## config.mk

```make
export PLATFORM = sky130hd
export DESIGN_NAME = teclado_clave
export DESIGN_NICKNAME = d
export VERILOG_FILES = /design/src/rtl/teclado_clave.sv
export SDC_FILE = /design/constraint.sdc
export NUM_CORES = 1
export LEC_CHECK = 0
export CAP_MARGIN = 40
export CORE_MARGIN = 4
export CORE_UTILIZATION = 59
export CTS_CLUSTER_DIAMETER = 150
export CTS_CLUSTER_SIZE = 25
export DETAILED_ROUTE_END_ITERATION = 8
export PLACE_DENSITY = 0.94
export SLEW_MARGIN = 10
export SYNTH_ARGS = -nofsm -noshare
export SYNTH_HDL_FRONTEND = slang
export SYNTH_SLANG_ARGS = --single-unit
```

## constraint.sdc

```tcl
create_clock -name clk -period 4.1 [get_ports clk]
set_input_delay 1.23 -clock clk [delete_from_list [all_inputs] [get_ports clk]]
set_output_delay 1.23 -clock clk [all_outputs]
set_load 0.02 [all_outputs]
```

## src/rtl/teclado_clave.sv

```systemverilog
// Keypad PIN capture: collects four BCD digits, presents the PIN on enter and
// holds it until the access controller acknowledges it.
module teclado_clave #(
  parameter int TIMEOUT_CICLOS = 1000
) (
  input  logic        clk,
  input  logic        reset,
  input  logic        habilitado,
  input  logic        tecla_valida,
  input  logic [3:0]  tecla,
  input  logic        clave_ack,
  output logic [15:0] clave_ingresada,
  output logic        clave_valida,
  output logic [2:0]  digitos,
  output logic        error_formato,
  output logic        tecla_rechazada,
  output logic        timeout
);

  typedef enum logic [1:0] {IDLE, CAPTURA, ENVIANDO} estado_t;

  localparam logic [15:0] CNT_FIN = 16'(TIMEOUT_CICLOS - 1);

  estado_t     state_reg, state_next;
  logic [15:0] buffer_reg, buffer_next;
  logic [2:0]  digitos_reg, digitos_next;
  logic [15:0] clave_reg, clave_next;
  logic        valida_reg, valida_next;
  logic        error_reg, error_next;
  logic        rech_reg, rech_next;
  logic        timeout_reg, timeout_next;
  logic [15:0] cnt_reg, cnt_next;
  logic [15:0] cnt_inc;

  always_ff @(posedge clk or posedge reset) begin
    if (reset) begin
      state_reg   <= IDLE;
      buffer_reg  <= 16'h0000;
      digitos_reg <= 3'd0;
      clave_reg   <= 16'h0000;
      valida_reg  <= 1'b0;
      error_reg   <= 1'b0;
      rech_reg    <= 1'b0;
      timeout_reg <= 1'b0;
      cnt_reg     <= 16'd0;
    end else begin
      state_reg   <= state_next;
      buffer_reg  <= buffer_next;
      digitos_reg <= digitos_next;
      clave_reg   <= clave_next;
      valida_reg  <= valida_next;
      error_reg   <= error_next;
      rech_reg    <= rech_next;
      timeout_reg <= timeout_next;
      cnt_reg     <= cnt_next;
    end
  end

  assign cnt_inc = cnt_reg + 16'd1;

  always_comb begin
    state_next   = state_reg;
    buffer_next  = buffer_reg;
    digitos_next = digitos_reg;
    clave_next   = clave_reg;
    valida_next  = valida_reg;
    error_next   = 1'b0;
    rech_next    = 1'b0;
    timeout_next = 1'b0;
    cnt_next     = cnt_reg;

    if (!habilitado) begin
      state_next   = IDLE;
      buffer_next  = 16'h0000;
      digitos_next = 3'd0;
      valida_next  = 1'b0;
      cnt_next     = 16'd0;
      rech_next    = tecla_valida;
    end else if (state_reg == ENVIANDO) begin
      // PIN is frozen until acknowledged; every key is refused meanwhile
      cnt_next  = 16'd0;
      rech_next = tecla_valida;
      if (clave_ack) begin
        state_next  = IDLE;
        valida_next = 1'b0;
      end
    end else if (tecla_valida) begin
      // any strobed key, accepted or not, restarts the idle counter
      cnt_next = 16'd0;
      if (tecla == 4'hA) begin
        state_next   = IDLE;
        buffer_next  = 16'h0000;
        digitos_next = 3'd0;
      end else if (tecla == 4'hB) begin
        buffer_next  = 16'h0000;
        digitos_next = 3'd0;
        if (digitos_reg == 3'd4) begin
          clave_next  = buffer_reg;
          valida_next = 1'b1;
          state_next  = ENVIANDO;
        end else begin
          error_next = 1'b1;
          state_next = IDLE;
        end
      end else if (tecla <= 4'h9) begin
        if (digitos_reg < 3'd4) begin
          buffer_next  = {buffer_reg[11:0], tecla};
          digitos_next = digitos_reg + 3'd1;
          state_next   = CAPTURA;
        end else begin
          rech_next = 1'b1;
        end
      end else begin
        rech_next = 1'b1;
      end
    end else if (state_reg == CAPTURA) begin
      if (cnt_inc == CNT_FIN) begin
        timeout_next = 1'b1;
        state_next   = IDLE;
        buffer_next  = 16'h0000;
        digitos_next = 3'd0;
        cnt_next     = 16'd0;
      end else begin
        cnt_next = cnt_inc;
      end
    end else begin
      cnt_next = 16'd0;
    end
  end

  assign clave_ingresada = clave_reg;
  assign clave_valida    = valida_reg;
  assign digitos         = digitos_reg;
  assign error_formato   = error_reg;
  assign tecla_rechazada = rech_reg;
  assign timeout         = timeout_reg;

endmodule

```

**Yosys cells after proc, flatten, opt, wreduce, memory -nomap -nowiden**

Cells that the tools add are included.

- Bitwise operators: 2
- Muxes and demuxes: 59
- Equality and inequality tests: 20
- Order comparisons: 2
- $add $sub $neg: 2
- Reductions and logical operators: 4

Operators by type and width:

| cell | number |
|---|---|
| 16-bit 2-to-1 mux | 14 |
| 3-bit 2-to-1 mux | 9 |
| 1-bit 2-to-1 mux | 25 |
| 2-bit 2-to-1 mux | 11 |
| 16-bit by 1-bit adder with 16-bit output (second input constant) | 1 |
| 16-bit by 10-bit equality test with 1-bit output (second input constant) | 1 |
| 3-bit by 1-bit inequality test with 1-bit output (second input constant) | 5 |
| 5-bit AND reduction | 3 |
| 6-bit by 2-bit inequality test with 1-bit output (second input constant) | 2 |
| 5-bit by 2-bit inequality test with 1-bit output (second input constant) | 2 |
| 4-bit equality test (second input constant) | 2 |
| 4-bit by 1-bit inequality test with 1-bit output (second input constant) | 2 |
| 3-bit inequality test (second input constant) | 2 |
| 6-bit AND reduction | 1 |
| 4-bit <= comparator (second input constant) | 1 |
| 3-bit by 1-bit adder with 3-bit output (second input constant) | 1 |
| 3-bit equality test (second input constant) | 1 |
| 3-bit < comparator (second input constant) | 1 |
| 2-bit by 1-bit equality test with 1-bit output (second input constant) | 1 |
| 2-bit equality test (second input constant) | 1 |
| 2-bit inequality test (second input constant) | 1 |
| 1-bit inverter | 2 |

- Flip-flop bits (word level): 57
- Input port bits: 9

**Longest topological paths before layout**

- Depth in word-level cells: 8
- Depth in mapped cells: 10
- Gate-level depth less buffers: 8

**Worst setup path after synthesis**

Ideal clock, no wire load.

- Path kind: input-to-reg
- Start: input tecla_valida
- End: register clave_reg[10], in the netlist clave_ingresada[10]
- Setup time: 0.128 ns
- Arrival: 2.922 ns
- Path buffers: 2
- Setup slack: 1.050 ns
- Cell stages on the path: 6
- Required time: 3.972 ns
- Path through: clkbuf_1 nand2_1 nor4b_1 nand4_1 clkbuf_1 mux2_1

- Longest elaborated chain between the ends: 1

RTL lines:

| what | line | source |
|---|---|---|
| start: declaration | 9 | `input logic tecla_valida,` |
| 6-bit AND reduction (no source line) | - |  |
| end signal: assignment | 50 | `clave_reg <= clave_next;` |
| end: declaration | 27 | `logic [15:0] clave_reg, clave_next;` |

No other way between the ends.
A chain may end at the register's enable or synchronous reset.

**Worst setup path in the final report**

- Start: input tecla[3]
- End: register buffer_reg[1]

- Longest elaborated chain between the ends: 6
- Elaborated cells between the ends (all ways): 11
- Those cells by class: 1 x order compare; 4 x eq/ne; 5 x mux; 1 x reduce/logical

RTL lines:

| what | line | source |
|---|---|---|
| start: declaration | 10 | `input logic [3:0] tecla,` |
| parallel branches: the longest is 6 deep, another holds 4-bit <= comparator | - |  |
| end signal: assignment | 48 | `buffer_reg <= buffer_next;` |
| end: declaration | 25 | `logic [15:0] buffer_reg, buffer_next;` |

Several ways; the timed one is not identified. The select of a mux whose other input is x is not followed.

==> flow_summary.html <==
<table>
<tr><th>Metric</th><th>Value</th></tr>
<tr><th colspan="2">Detailed routing</th></tr>
<tr><td>Vias</td><td>2,042</td></tr>
<tr><td>First-pass iteration count of the detailed router</td><td>4</td></tr>
<tr><td>Initial drt markers</td><td>162</td></tr>
<tr><td>Post-DR vias/cell</td><td>6.15</td></tr>
<tr><td>Drt drc</td><td>0</td></tr>
<tr><td>Number of nets still failing antenna checks after routing</td><td>0</td></tr>
<tr><td>Wire length per cell after detailed routing</td><td>18.4 µm</td></tr>
<tr><td>Routed Wire Length</td><td>6120 µm</td></tr>
<tr><th colspan="2">Clock tree</th></tr>
<tr><td>Skew-Pair Late Insertion Delay</td><td>0.36 ns</td></tr>
<tr><td>Number of gates resized after cts</td><td>0</td></tr>
<tr><td>H-Tree Depth</td><td>3</td></tr>
<tr><td>Number of setup buffers added after CTS</td><td>0</td></tr>
<tr><td>Clk slew on worst S/H paths</td><td>0.07 ns</td></tr>
<tr><td>Root cell of the clock tree</td><td>sky130_fd_sc_hd__clkbuf_8</td></tr>
<tr><td>Number of sinks driven by the clock tree</td><td>57</td></tr>
<tr><td>TritonCTS buffer count</td><td>9</td></tr>
<tr><td>TritonCTS clock tree</td><td>done</td></tr>
<tr><td>Number of buffers inserted by hold repair at cts</td><td>0</td></tr>
<tr><td>Worst-case clock buffer depth</td><td>2</td></tr>
<tr><th colspan="2">GRT</th></tr>
<tr><td>Antenna violations before repair</td><td>0</td></tr>
<tr><td>Gr busiest metal</td><td>met2</td></tr>
<tr><td>First-pass GRT wire length</td><td>10,100 µm</td></tr>
<tr><td>Met1 Track Usage GR</td><td>31.3%</td></tr>
<tr><td>Total grt overflow</td><td>0</td></tr>
<tr><td>Met2 Resource Use GR</td><td>40.0%</td></tr>
<tr><td>Largest net degree at the start of global routing</td><td>26</td></tr>
<tr><td>Number of global-route vias before repair</td><td>2,054</td></tr>
<tr><td>Gr usage total</td><td>24.6%</td></tr>
<tr><td>Met3 Resource Use GR</td><td>5.47%</td></tr>
<tr><th colspan="2">Timing</th></tr>
<tr><td>Relative max-transition margin</td><td>41.7%</td></tr>
<tr><td>Transition at the pin with the smallest max-transition slack</td><td>0.872 ns</td></tr>
<tr><td>Aggregate negative setup slack</td><td>0 ns</td></tr>
<tr><td>Unrepaired setup endpoints after global routing</td><td>false</td></tr>
<tr><td>Number of endpoints failing setup at the final stage</td><td>0</td></tr>
<tr><td>Final critical path time including I/O delays and setup</td><td>3.34 ns</td></tr>
<tr><td>Post-Route Skew</td><td>0.0161 ns</td></tr>
<tr><td>Fmax achieved</td><td>0.300 GHz</td></tr>
<tr><td>Tcrit/Tclk final</td><td>81.3%</td></tr>
<tr><td>Final hold vios</td><td>0</td></tr>
<tr><td>Final-report max-slew violation count</td><td>0</td></tr>
<tr><th colspan="2">Worst setup path</th></tr>
<tr><td>Biggest fanout along the worst timing path</td><td>18</td></tr>
<tr><td>Crit path required time</td><td>4.33 ns</td></tr>
<tr><td>Type of destination of the critical path</td><td>flop</td></tr>
<tr><td>Capture point of the worst reg-to-reg path</td><td>buffer_reg[1]$_DFFE_PP0P_</td></tr>
<tr><td>Crit path DAT</td><td>3.57 ns</td></tr>
<tr><td>Worst reg2reg setup slack</td><td>1.21 ns</td></tr>
<tr><td>Worst Reg-to-Reg Cells</td><td>7</td></tr>
<tr><td>R2r startpoint</td><td>cnt_reg[1]$_DFF_PP0_</td></tr>
<tr><td>CP Class</td><td>input pin to flop</td></tr>
<tr><td>Startpoint type of the worst setup path</td><td>input pin</td></tr>
<tr><th colspan="2">Logic synthesis</th></tr>
<tr><td>Average size of a mapped cell</td><td>11.2 µm²</td></tr>
<tr><td>Count of yosys warnings during synthesis</td><td>0</td></tr>
<tr><td>Post-synth EDFFs</td><td>0</td></tr>
<tr><td>Asr flop ratio synth</td><td>100%</td></tr>
<tr><td>Number of nets in the synthesized netlist</td><td>253</td></tr>
<tr><td>Flip-flop and latch count after synthesis</td><td>57</td></tr>
<tr><td>Number of distinct library cell variants in the gate-level netlist after synthesis</td><td>43</td></tr>
<tr><td>Synthesized instance count</td><td>238</td></tr>
<tr><td>Sequential-to-total area share from yosys stat</td><td>53.7%</td></tr>
<tr><td>Top FF cell, synth</td><td>sky130_fd_sc_hd__dfrtp_1</td></tr>
<tr><td>Post-synthesis cell area</td><td>2660 µm²</td></tr>
<tr><th colspan="2">Run status</th></tr>
<tr><td>Status</td><td>finished, final reports clean</td></tr>
<tr><th colspan="2">Placed design</th></tr>
<tr><td>Placed wire-length estimate after detailed placement</td><td>3980 µm</td></tr>
<tr><td>Number of input and output port buffers inserted</td><td>31</td></tr>
<tr><td>Area of placed instances</td><td>3020 µm²</td></tr>
<tr><td>Final weighted congestion of routability-driven global placement</td><td>0.868</td></tr>
<tr><td>Number of placed instances, taps included</td><td>316</td></tr>
<tr><th colspan="2">Floorplan</th></tr>
<tr><td>Area of the core region</td><td>4350 µm²</td></tr>
<tr><td>Standard-cell row count</td><td>24</td></tr>
<tr><td>Starting density of the core</td><td>61.0%</td></tr>
<tr><td>Die area</td><td>5640 µm²</td></tr>
<tr><td>Boundary pin count</td><td>32</td></tr>
<tr><td>Die Span X</td><td>75.1 µm</td></tr>
<tr><td>Height of the die</td><td>75.1 µm</td></tr>
<tr><th colspan="2">Worst hold path</th></tr>
<tr><td>Endpoint of the worst hold path</td><td>clave_ingresada[12]$_DFFE_PP0P_</td></tr>
<tr><td>Worst hold path type</td><td>flop to flop</td></tr>
<tr><td>Min-delay src</td><td>clave_ingresada[12]$_DFFE_PP0P_</td></tr>
<tr><td>Hold Crit Depth</td><td>1</td></tr>
<tr><th colspan="2">Final layout</th></tr>
<tr><td>Final instance area</td><td>3240 µm²</td></tr>
<tr><td>Combined flip-flop and latch cell area</td><td>1430 µm²</td></tr>
<tr><td>Fillers</td><td>279</td></tr>
<tr><td>Area of the multi-input gates</td><td>1150 µm²</td></tr>
<tr><td>Post-Layout Cell Count</td><td>332</td></tr>
<tr><td>Highest-count cells in the layout ignoring fill and taps</td><td>sky130_fd_sc_hd__dfrtp_1 (57), sky130_fd_sc_hd__clkdlybuf4s50_1 (31), sky130_fd_sc_hd__nor2_1 (27)</td></tr>
<tr><td>Share of post-route cells with drive strength above 1</td><td>12.9%</td></tr>
<tr><td>Antenna diodes</td><td>0</td></tr>
<tr><td>Most frequent standard cell in the layout excluding fill and tap cells</td><td>sky130_fd_sc_hd__dfrtp_1</td></tr>
<tr><td>NumNets Final</td><td>290</td></tr>
<tr><td>Signed area change from the synthesized netlist to the final layout</td><td>22.1%</td></tr>
<tr><th colspan="2">Flow run</th></tr>
<tr><td>Count of maximum capacitance violations</td><td>0</td></tr>
<tr><th colspan="2">Power and ir drop</th></tr>
<tr><td>Power per unit of standard cell area</td><td>383 nW/µm²</td></tr>
<tr><td>Peak VDD IR</td><td>0.390 mV</td></tr>
<tr><td>Leakage power of the design</td><td>1.46 nW</td></tr>
</table>
## cell usage after synthesis (3+ instances only)
library cell,count,area (µm²)
sky130_fd_sc_hd__dfrtp_1,57,1430
sky130_fd_sc_hd__nor2b_1,3,18.8
sky130_fd_sc_hd__nand4_1,3,18.8
sky130_fd_sc_hd__xor2_1,7,61.3
sky130_fd_sc_hd__inv_1,9,33.8
sky130_fd_sc_hd__clkbuf_1,6,22.5
sky130_fd_sc_hd__nand3_1,11,55.1
sky130_fd_sc_hd__a22o_1,16,140
sky130_fd_sc_hd__nor3_1,3,15.0
sky130_fd_sc_hd__mux2_2,9,101
sky130_fd_sc_hd__nand2_1,17,63.8
sky130_fd_sc_hd__ha_1,6,75.1
sky130_fd_sc_hd__a21oi_1,5,25.0
sky130_fd_sc_hd__nor2_1,27,101
sky130_fd_sc_hd__and3_1,4,25.0
sky130_fd_sc_hd__o21a_1,3,22.5
sky130_fd_sc_hd__xnor2_1,9,78.8
sky130_fd_sc_hd__mux2_1,10,113
sky130_fd_sc_hd__a31oi_1,3,18.8
## layout make-up
| cell class | count | area share (%) |
|---|---|---|
| clock buffers | 9 | 3.82 |
| clock inverters | 7 | 3.16 |
| inverters | 10 | 1.16 |
| multi-input cells | 162 | 35.4 |
| flip-flops and latches | 57 | 44.0 |
| well taps | 52 | 2.01 |
| repair buffers | 35 | 10.5 |
## metal layers
metal | vias to the layer above | routed length (µm)
li1 | 918 | -
met1 | 1010 | 2540
met2 | 90 | 3030
met3 | 24 | 353
met4 | 0 | 192
met5 | - | 0
## worst max-delay path: stages
cell,delay [ns]
sky130_fd_sc_hd__clkdlybuf4s50_1,0.59
sky130_fd_sc_hd__nand2_1,0.16
sky130_fd_sc_hd__a22o_1,0.28
sky130_fd_sc_hd__a31oi_1,0.23
sky130_fd_sc_hd__nand3_1,0.12
sky130_fd_sc_hd__o31a_1,0.56
sky130_fd_sc_hd__mux2_1,0.40
## power breakdown
group	leakage [nW]	internal [W]	switching, W	total [W]
sequential	0.791	0.000569	0.00000689	0.000576
combinational	0.555	0.0000247	0.0000419	0.0000667
clock	0.110	0.000347	0.000254	0.000600
total	1.46	0.000940	0.000302	0.00124
## logic make-up after synthesis
logic type / after synthesis / synth area share [%]
XOR/XNOR: 16 / 5.28
buffers and inverters: 19 / 3.06
AND/OR/NAND/NOR: 80 / 15.5
multiplexers: 20 / 8.43
flip-flops: 57 / 53.7
adder cells (fa/ha/maj): 6 / 2.83
AO/OA/AOI/OAI: 40 / 11.2
## how the worst max path moves through the flow
stage	start	to	slack [ns]	depth (start not counted)
after floorplan	tecla_valida	clave_ingresada[10]$_DFFE_PP0P_	1.05	6
after global placement	tecla[3]	buffer_reg[1]$_DFFE_PP0P_	0.70	7
after detailed placement	tecla[3]	buffer_reg[1]$_DFFE_PP0P_	0.59	7
after CTS	tecla[3]	buffer_reg[1]$_DFFE_PP0P_	0.84	7
after global routing	tecla[3]	buffer_reg[1]$_DFFE_PP0P_	0.68	7
final	tecla[3]	buffer_reg[1]$_DFFE_PP0P_	0.76	7
## through the flow
stage | setup WS, ns | total power (W) | hold slack, ns | utilization [%]
2_1_floorplan | 1.05 | 0.000625 | 0.459 | -
3_3_place_gp | 0.697 | 0.000648 | 0.474 | 69.3
3_5_place_dp | 0.591 | 0.000651 | 0.483 | 69.3
4_1_cts | 0.841 | 0.00125 | 0.500 | 74.5
5_1_grt | 0.679 | 0.00128 | 0.509 | 74.5
6_report | 0.765 | 0.00124 | 0.493 | 74.5
(Power assumes the default switching activity.)
==> RTL edit (config.mk and constraints unchanged) <==
Reset style: synchronous (`reset`), changed in one clocked block.
--- a/src/rtl/teclado_clave.sv
+++ b/src/rtl/teclado_clave.sv
@@ -32,7 +32,7 @@
   logic [15:0] cnt_reg, cnt_next;
   logic [15:0] cnt_inc;
 
-  always_ff @(posedge clk or posedge reset) begin
+  always_ff @(posedge clk) begin
     if (reset) begin
       state_reg   <= IDLE;
       buffer_reg  <= 16'h0000;
Behaviour: differs if reset is asserted again (counterexample within 4 cycles, from zero or initial values and one cycle with reset high); with reset held inactive, the same outputs for 4 cycles.
==> RTL edit against the unedited design <==
- register-to-register slack got worse by 0.46 ns
- count of clock-buffer cells in the layout unchanged
- wire length decreased by 8.6%
- total power is 2.3% lower
- final cell count rose by 5.4%
- cell area shrank 5.2%
- sequential share of layout area down 6.9 points
- setup slack got worse by 0.015 ns
- sequential cell count unchanged
- area after synthesis is 4.2% lower
- core utilization rose by 0.75 points
- fmax is 0.46% lower
- critical path type is now reg2reg
- critical path depth stayed put
- highest routed layer unchanged
- non-clock buffer count grew 2
==> RTL edit: results (changes against the unedited design) <==
Placement
  • Placed cell area: 2860 um^2 (-5.3%)
  • GP Congestion: 0.867 (-0.14%)
  • Detailed Place HPWL: 3800 um (-4.5%)

Logic synthesis
  • Synth unique cells: 52 (+21%)
  • Post-synth EDFFs: 0 (unchanged)
  • Yosys Warn Count: 0 (unchanged)
  • Register area share after synthesis: 44.8% (-8.9 points)
  • Main area contributors after synthesis: dfxtp_1, a32o_2, mux2i_1
  • Post-synth top cells: dfxtp_1, nor2_1, mux2i_1
  • Mapped Nets: 275 (+8.7%)
  • Async SR Flop Fraction: 0% (-100 points)

Power and ir drop
  • VDD IR-drop max: 0.000229 V (-41%)
  • P_leak: 1.27 nW (-13%)

GRT
  • Total track usage: 22.2% (-2.4 points)
  • First-pass GRT wire length: 9220 um (-8.6%)
  • Gr ovfl total: 0 (unchanged)
  • Vias in the first global route: 2,015 (-1.9%)
  • Pin count of the biggest net entering global routing: 19 (-27%)
  • Initial antenna violation count: 0 (unchanged)

Drt
  • DR vias/cell: 5.99 (-2.7%)
  • WL met3: 284 um (-20%)
  • Pre-antenna DRT Iters: 4 (unchanged)
  • Routed met2 length: 2880 um (-5.0%)
  • Wl on met1: 2330 um (-8.5%)
  • Initial DRC Count: 163 (+0.62%)
  • DR top layer: met4
  • Drt total wl: 5590 um (-8.6%)

Clock network
  • Clock-pin slew on the worst setup and hold paths: 0.07 ns (about the same)
  • Clock Tree Root: clkbuf_8
  • Post-CTS setup buffers: 0 (unchanged)
  • Clock Latency Late Sink: 0.34 ns (-0.02 ns)
  • # H-tree levels: 3 (unchanged)
  • Clk buf depth: 2 (unchanged)

Timing
  • Clock Skew: 0.00856 ns (-0.00753 ns)
  • Max-slew headroom: 59.2% (+17 points)

Layout
  • NumNets Final: 308 (+6.2%)
  • Layout cells sized above 1: 15.3% (+2.5 points)
  • Filler instances: 262 (-6.1%)
  • Ant. Diodes: 0 (unchanged)

Setup path
  • CP peak stage delay: 0.61 ns (+0.02 ns)
  • Worst-path maximum fanout: 15 (-3)
  • Worst Path Arrival: 3.58 ns (about the same)
  • CP max stage cell: or4_4

Hold path
  • Hold WC Path Type: reg2reg

Status
  • Status: completed
[RTL edit: cells by family after synthesis]
logic type	share of synthesized area (%)
xor gates and xnor gates	4.47
adders and majority gates	1.97
buffers and inverters	5.46
DFF	44.8
AOI/OAI and AO/OA	15.4
muxes	6.29
and+or+nand+nor	21.5
[RTL edit: power by group]
| group | leakage (nW) | total, mW | switching [mW] | internal, mW |
|---|---|---|---|---|
| logic | 0.701 | 0.0714 | 0.0396 | 0.0318 |
| clock network | 0.109 | 0.573 | 0.232 | 0.341 |
| registers | 0.460 | 0.570 | 0.00877 | 0.561 |
[RTL edit: critical path, delay by kind of cell, from the launching register on]
kind            cells  cell delay (ns)
simple gates        4             1.76
fa+ha+maj           1             0.35
flops               1             0.51
compound gates      2             0.63
[RTL edit: layout make-up]
type | count | area, um^2 | area share (%)
clock buffer | 9 | 124 | 4.03
inverter | 7 | 26.3 | 0.854
multi-input combinational | 183 | 1270 | 41.3
timing repair buffer | 37 | 355 | 11.6
clock inverter | 7 | 95.1 | 3.09
sequential | 57 | 1140 | 37.1
tap | 50 | 62.6 | 2.03
[RTL edit: metrics by stage]
step / utilization (%) / setup WS [ns] / power, mW / cells
floorplan: - / 0.876 / 0.622 / 262
CTS: 75.3 / 0.760 / 1.22 / 350
finish: 75.3 / 0.749 / 1.21 / 350
detailed placement: 69.9 / 0.575 / 0.652 / 334
global placement: 69.7 / 0.669 / 0.650 / 333
global route: 75.3 / 0.599 / 1.25 / 350
[RTL edit: final timing paths]
| check | slack [ns] | end | from |
|---|---|---|---|
| worst max-delay path | 0.75 | buffer_reg[7]$_SDFFE_PP0P_ | cnt_reg[0]$_SDFF_PP0_ |
| worst max register to register | 0.75 | buffer_reg[7]$_SDFFE_PP0P_ | cnt_reg[0]$_SDFF_PP0_ |
| worst min-delay path | 0.47 | clave_valida$_SDFFE_PP0P_ | clave_valida$_SDFFE_PP0P_ |
| worst min register to register | 0.47 | clave_valida$_SDFFE_PP0P_ | clave_valida$_SDFFE_PP0P_ |
[RTL edit: per-layer routing]
layer / GRT usage [%] / vias to the layer above
met5: 0 / -
met3: 6.02 / 10
met4: 9.66 / 0
met1: 25.2 / 999
li1: - / 1018
met2: 38.6 / 68
